## src/rtl/ysyx_210544_trap_csr_arbiter_pkg.sv

```systemverilog
// Shared constants and types for the trap/CSR port arbiter.
// Holds the FSM encodings, the trap opcodes and the CSR command bundle.
package ysyx_210544_trap_csr_arbiter_pkg;

  localparam logic [1:0] ARB_S_IDLE = 2'd0;
  localparam logic [1:0] ARB_S_INS  = 2'd1;
  localparam logic [1:0] ARB_S_EXC  = 2'd2;

  localparam logic [7:0] INST_ECALL = 8'h50;
  localparam logic [7:0] INST_MRET  = 8'h51;

  typedef struct packed {
    logic [11:0] addr;
    logic        ren;
    logic        wen;
    logic [63:0] wdata;
  } csr_cmd_t;

endpackage

```

## src/rtl/ysyx_210544_csr_port_mux.sv

```systemverilog
// 2:1 selector for the CSR-file command port (exceptionU vs CSR-instruction unit).
module ysyx_210544_csr_port_mux
  import ysyx_210544_trap_csr_arbiter_pkg::*;
(
  input  logic     sel_exc,
  input  csr_cmd_t exc_cmd,
  input  csr_cmd_t ins_cmd,
  output csr_cmd_t csr_cmd
);

  always_comb begin
    csr_cmd = sel_exc ? exc_cmd : ins_cmd;
  end

endmodule

```

## src/rtl/ysyx_210544_trap_csr_arbiter.sv

```systemverilog
// Shares the CSR-file port between the trap sequencer and the CSR-instruction unit;
// captures one-cycle trap pulses and launches exceptionU once the port is free.
module ysyx_210544_trap_csr_arbiter
  import ysyx_210544_trap_csr_arbiter_pkg::*;
#(
  parameter int unsigned TIMEOUT_CYCLES = 64,
  parameter int unsigned CNT_W          = 7
) (
  input  logic        clk,
  input  logic        rst_n,
  input  logic        i_trap_valid,
  input  logic [7:0]  i_trap_opcode,
  input  logic [63:0] i_trap_pc,
  output logic        o_trap_busy,
  output logic        o_exc_ena,
  output logic [7:0]  o_exc_opcode,
  output logic [63:0] o_exc_pc,
  input  logic        i_exc_req,
  output logic        o_exc_ack,
  input  logic [11:0] i_exc_csr_addr,
  input  logic        i_exc_csr_ren,
  input  logic        i_exc_csr_wen,
  input  logic [63:0] i_exc_csr_wdata,
  input  logic [11:0] i_ins_csr_addr,
  input  logic        i_ins_csr_ren,
  input  logic        i_ins_csr_wen,
  input  logic [63:0] i_ins_csr_wdata,
  input  logic        i_ins_lock,
  output logic        o_ins_stall,
  output logic [11:0] o_csr_addr,
  output logic        o_csr_ren,
  output logic        o_csr_wen,
  output logic [63:0] o_csr_wdata,
  input  logic [63:0] i_csr_rdata,
  output logic [63:0] o_csr_rdata,
  output logic [1:0]  o_err
);

  logic [1:0]       state_q,   state_d;
  logic             pending_q, pending_d;
  logic [7:0]       opcode_q,  opcode_d;
  logic [63:0]      pc_q,      pc_d;
  logic [CNT_W-1:0] cnt_q,     cnt_d;
  logic [1:0]       err_q,     err_d;

  logic     in_exc;
  csr_cmd_t exc_cmd, ins_cmd, csr_cmd;

  assign in_exc = (state_q == ARB_S_EXC);

  always_comb begin
    state_d   = state_q;
    pending_d = pending_q;
    opcode_d  = opcode_q;
    pc_d      = pc_q;
    cnt_d     = cnt_q;
    err_d     = err_q;

    // A pulse is only accepted when nothing is queued and exceptionU is not running.
    if (i_trap_valid) begin
      if (!pending_q && !in_exc) begin
        pending_d = 1'b1;
        opcode_d  = i_trap_opcode;
        pc_d      = i_trap_pc;
      end else begin
        err_d[1] = 1'b1;
      end
    end

    case (state_q)
      ARB_S_IDLE: begin
        if (i_ins_lock) begin
          state_d = ARB_S_INS;
        end else if (pending_q) begin
          state_d   = ARB_S_EXC;
          pending_d = 1'b0;
          cnt_d     = '0;
        end
      end
      ARB_S_INS: begin
        if (!i_ins_lock) state_d = ARB_S_IDLE;
      end
      ARB_S_EXC: begin
        cnt_d = cnt_q + CNT_W'(1);
        if (i_exc_req) begin
          state_d = ARB_S_IDLE;
        end else if (cnt_q == CNT_W'(TIMEOUT_CYCLES - 1)) begin
          state_d  = ARB_S_IDLE;
          err_d[0] = 1'b1;
        end
      end
      default: state_d = ARB_S_IDLE;
    endcase
  end

  always_ff @(posedge clk or negedge rst_n) begin
    if (!rst_n) begin
      state_q   <= ARB_S_IDLE;
      pending_q <= 1'b0;
      opcode_q  <= '0;
      pc_q      <= '0;
      cnt_q     <= '0;
      err_q     <= '0;
    end else begin
      state_q   <= state_d;
      pending_q <= pending_d;
      opcode_q  <= opcode_d;
      pc_q      <= pc_d;
      cnt_q     <= cnt_d;
      err_q     <= err_d;
    end
  end

  assign exc_cmd = '{addr: i_exc_csr_addr, ren: i_exc_csr_ren,
                     wen: i_exc_csr_wen, wdata: i_exc_csr_wdata};
  assign ins_cmd = '{addr: i_ins_csr_addr, ren: i_ins_csr_ren,
                     wen: i_ins_csr_wen, wdata: i_ins_csr_wdata};

  ysyx_210544_csr_port_mux u_port_mux (
    .sel_exc (in_exc),
    .exc_cmd (exc_cmd),
    .ins_cmd (ins_cmd),
    .csr_cmd (csr_cmd)
  );

  assign o_csr_addr  = csr_cmd.addr;
  assign o_csr_ren   = csr_cmd.ren;
  assign o_csr_wen   = csr_cmd.wen;
  assign o_csr_wdata = csr_cmd.wdata;
  assign o_csr_rdata = i_csr_rdata;

  // cnt_q is cleared on entry, so zero marks the first S_EXC cycle.
  assign o_exc_ena    = in_exc && (cnt_q == '0);
  assign o_exc_ack    = in_exc && i_exc_req;
  assign o_ins_stall  = (i_ins_csr_ren | i_ins_csr_wen | i_ins_lock) & in_exc;
  assign o_trap_busy  = pending_q | in_exc;
  assign o_exc_opcode = opcode_q;
  assign o_exc_pc     = pc_q;
  assign o_err        = err_q;

endmodule

```

## config.mk

```make
export PLATFORM = sky130hd
export DESIGN_NAME = ysyx_210544_trap_csr_arbiter
export DESIGN_NICKNAME = d
export VERILOG_FILES = /design/src/rtl/ysyx_210544_trap_csr_arbiter_pkg.sv /design/src/rtl/ysyx_210544_csr_port_mux.sv /design/src/rtl/ysyx_210544_trap_csr_arbiter.sv
export SDC_FILE = /design/constraint.sdc
export NUM_CORES = 1
export LEC_CHECK = 0
export ABC_AREA = 1
export CAP_MARGIN = 10
export CORE_AREA = 2 2 199 201
export DETAILED_ROUTE_END_ITERATION = 8
export DIE_AREA = 0 0 201 203
export SLEW_MARGIN = 10
export SYNTH_ARGS = -nofsm -noshare
export SYNTH_HDL_FRONTEND = slang
export SYNTH_SLANG_ARGS = --single-unit
```

## constraint.sdc

```tcl
create_clock -name clk -period 1.2 [get_ports clk]
set_input_delay 0.12 -clock clk [delete_from_list [all_inputs] [get_ports clk]]
set_output_delay 0.12 -clock clk [all_outputs]
set_load 0.01 [all_outputs]
```

==> results.md <==
* Primary FF master, synth: dfrtp_1
* H-tree levels at 3
* Register area share after synthesis at 0.432
* Failing checks: setup timing
* Unrepaired setup endpoints after global routing: yes
* Metal2 WL at 11.5 mm
* Drt first pass iters at 4
* Slew Viols, Final at 0
* Antenna-violating nets left at 0
* Initial antenna violation count at 0
* Initial DRC Count at 246
* Vias in the first global route at 5735
* Async S/R FF share, synth at 1.00
* Nets@finish at 1375
* CORE AREA at 0.0385 mm^2
* Minimum clock period at 1.79 ns
* RePlAce Congestion at 0.774
* Final worst path period share at 1.49
* Worst slew margin at 0.771
* Max-cap violations at 0
* Worst-Skew Late Latency at 0.36 ns
* CTS tree: done
* R2R Setup Slk at -0.50 ns
* Site Rows at 72
* Synthesized net count at 997
* Max rail drop VDD at 0.908 mV
* Remaining DRCs at 0
* Path type of the worst min-delay path: primary input to asynchronous set/reset pin
* Yosys warns at 0
* Critical R2R Launch: state_q[1]$_DFFE_PN0P_
* Synthesized cell area at 0.00487 mm^2
* Fmax at 0.560 GHz
* Library cells used by synthesis at 22
* # IOs at 517
* Final setup TNS at -83.02 ns
* Die Span Y at 203 um
* Drt total wl at 23.7 mm
* Sink Count at 84
* Pin count of the biggest net entering global routing at 63
* Post-Route M1 WL at 9.15 mm
* Yosys reg bits at 84
* CP Cell Sequence: inv_2, nor2_4, buf_12, buf_12, buf_8, buf_6, nand2_1, nand2_1, buf_2
* P&R area growth vs syn at 111%
* Setup crit end kind: primary output
* Vias/cell at 3.57
* Total grt overflow at 0
* Worst-path clk slew at 0.07 ns
* R2R depth at 11
* Avg WL per Cell at 14.8 um
* Clock buffer depth at 2
* Synthesized area per cell at 6.97 um^2
* Top routing layer used: met4
* Die area at 0.0408 mm^2
* Startpoint type of the worst setup path: flop
* Pwr Density at 1750 mW/mm^2
* Port buffer count at 388
* Commonest non-fill, non-tap cell in the layout: clkdlybuf4s50_1
* CP Class: flop to primary output
* CTS Buf Count at 9
* Worst slew pin tran at 0.344 ns
* Die width at 201 um
* WP data arrival at 1.67 ns
* Min setup slack post-route at -0.586 ns
* Met3 wire len at 2.26 mm
* Fin. Hold Viols at 0
* CP max FO at 5
* Syn Inst Count at 698
* Hpwl dp at 17.6 mm
* Commonest cells after routing, fill and taps aside: clkdlybuf4s50_1, nand2_1, inv_1
* Outcome: finished, violations left
* Setup violators final at 192
* Layout cell share with drive strength beyond 1 at 0.234
* ANT cells at 0
* Fillers at 4205
* Worst Clk Skew at 0.0101 ns
* Static Leak at 5.28 nW
* Initial core utilization at 0.127
* Req. time, crit path at 1.08 ns
* EDFF count, synth at 0
* GRT Util Overall at 0.109
* First-pass GRT wire length at 33.6 mm
* Worst reg2reg endpoint: o_exc_pc[25]$_DFFE_PN0P_
* Clock root cell: clkbuf_16
* CP max stage cell: dfrtp_1
* CP max stage delay at 0.36 ns
* DP Worst Slack at -0.566 ns
* Vias after detailed routing at 5706
-- state kept, by name, summed over array words and instances (netlist names) --
register	count
o_err	2
state_q	2
o_exc_pc	64
o_exc_opcode	8
cnt_q	7
pending_q	1
-- synthesized netlist by cell type (4+ instances only) --
master,count,area share
buf_1,5,0.0039
buf_2,8,0.0082
buf_6,4,0.0093
inv_1,87,0.067
clkbuf_1,13,0.010
nand2_1,320,0.25
o21ai_1,50,0.051
buf_4,66,0.10
nand3_1,8,0.0082
nor2_1,5,0.0039
o21ai_0,35,0.036
dfrtp_1,84,0.43
-- worst max path at each step --
stage	from	to	slack [ns]	depth (start not counted)
after floorplan	state_q[0]$_DFFE_PN0P_	o_csr_addr[0]	-0.009	5
after global placement	state_q[0]$_DFFE_PN0P_	o_csr_wdata[18]	-0.55	6
after detailed placement	state_q[0]$_DFFE_PN0P_	o_csr_wdata[11]	-0.57	6
after CTS	state_q[1]$_DFFE_PN0P_	o_csr_wdata[9]	-0.60	9
after global routing	state_q[1]$_DFFE_PN0P_	o_csr_wdata[33]	-0.68	9
final	state_q[1]$_DFFE_PN0P_	o_csr_wdata[35]	-0.59	9
-- power by group --
group	switching (mW)	internal (mW)
registers	0.651	4.08
clock network	1.32	1.91
logic	4.60	5.44
-- cells by family after synthesis --
group	after synthesis	synth area share
simple gates	339	0.270
buf+inv	185	0.202
compound gates	88	0.0918
flops	84	0.432
fa+ha+maj	2	0.00514
-- what timing repair did --
item / CTS / global route
endpoints found under the setup margin: 235 / 228
gates resized for setup: 437 / 90
hold endpoints to repair: 73 / 0
buffers inserted: 18 / 6
gates cloned: 5 / 5
pin swaps: 15 / 7
hold buffers: 1 / 0
-- worst max-delay path: cells and delay by family, from the launching register on --
kind / cells / cell delay [ns]
buf+inv: 6 / 0.69
simple gates: 3 / 0.24
flops: 1 / 0.36
-- through the flow --
step	power (mW)	instance area [um^2]	hold WS (ns)	util	instances
after floorplan	8.37	4900	-0.176	-	698
after global placement	13.7	9220	0.0513	0.240	1550
after detailed placement	13.8	9220	0.0587	0.240	1550
after CTS	17.7	9850	0.186	0.256	1590
after global routing	19.3	10300	0.240	0.267	1599
final	18.0	10300	0.206	0.267	1599
-- metal layers --
| metal | global-route usage | vias to the layer above |
|---|---|---|
| li1 | - | 2790 |
| met1 | 0.123 | 2606 |
| met2 | 0.178 | 259 |
| met3 | 0.0454 | 51 |
| met4 | 0.0500 | 0 |
| met5 | 0 | - |
-- cell type report --
cell class / instances / area (um^2) / area share
clock buffer: 10 / 239 / 0.0233
clock inverter: 6 / 95.1 / 0.00927
inverter: 89 / 350 / 0.0341
multi-input combinational: 429 / 2050 / 0.200
sequential: 84 / 2100 / 0.205
tap: 518 / 648 / 0.0632
timing repair buffer: 463 / 4780 / 0.465
(Power assumes the default switching activity.)
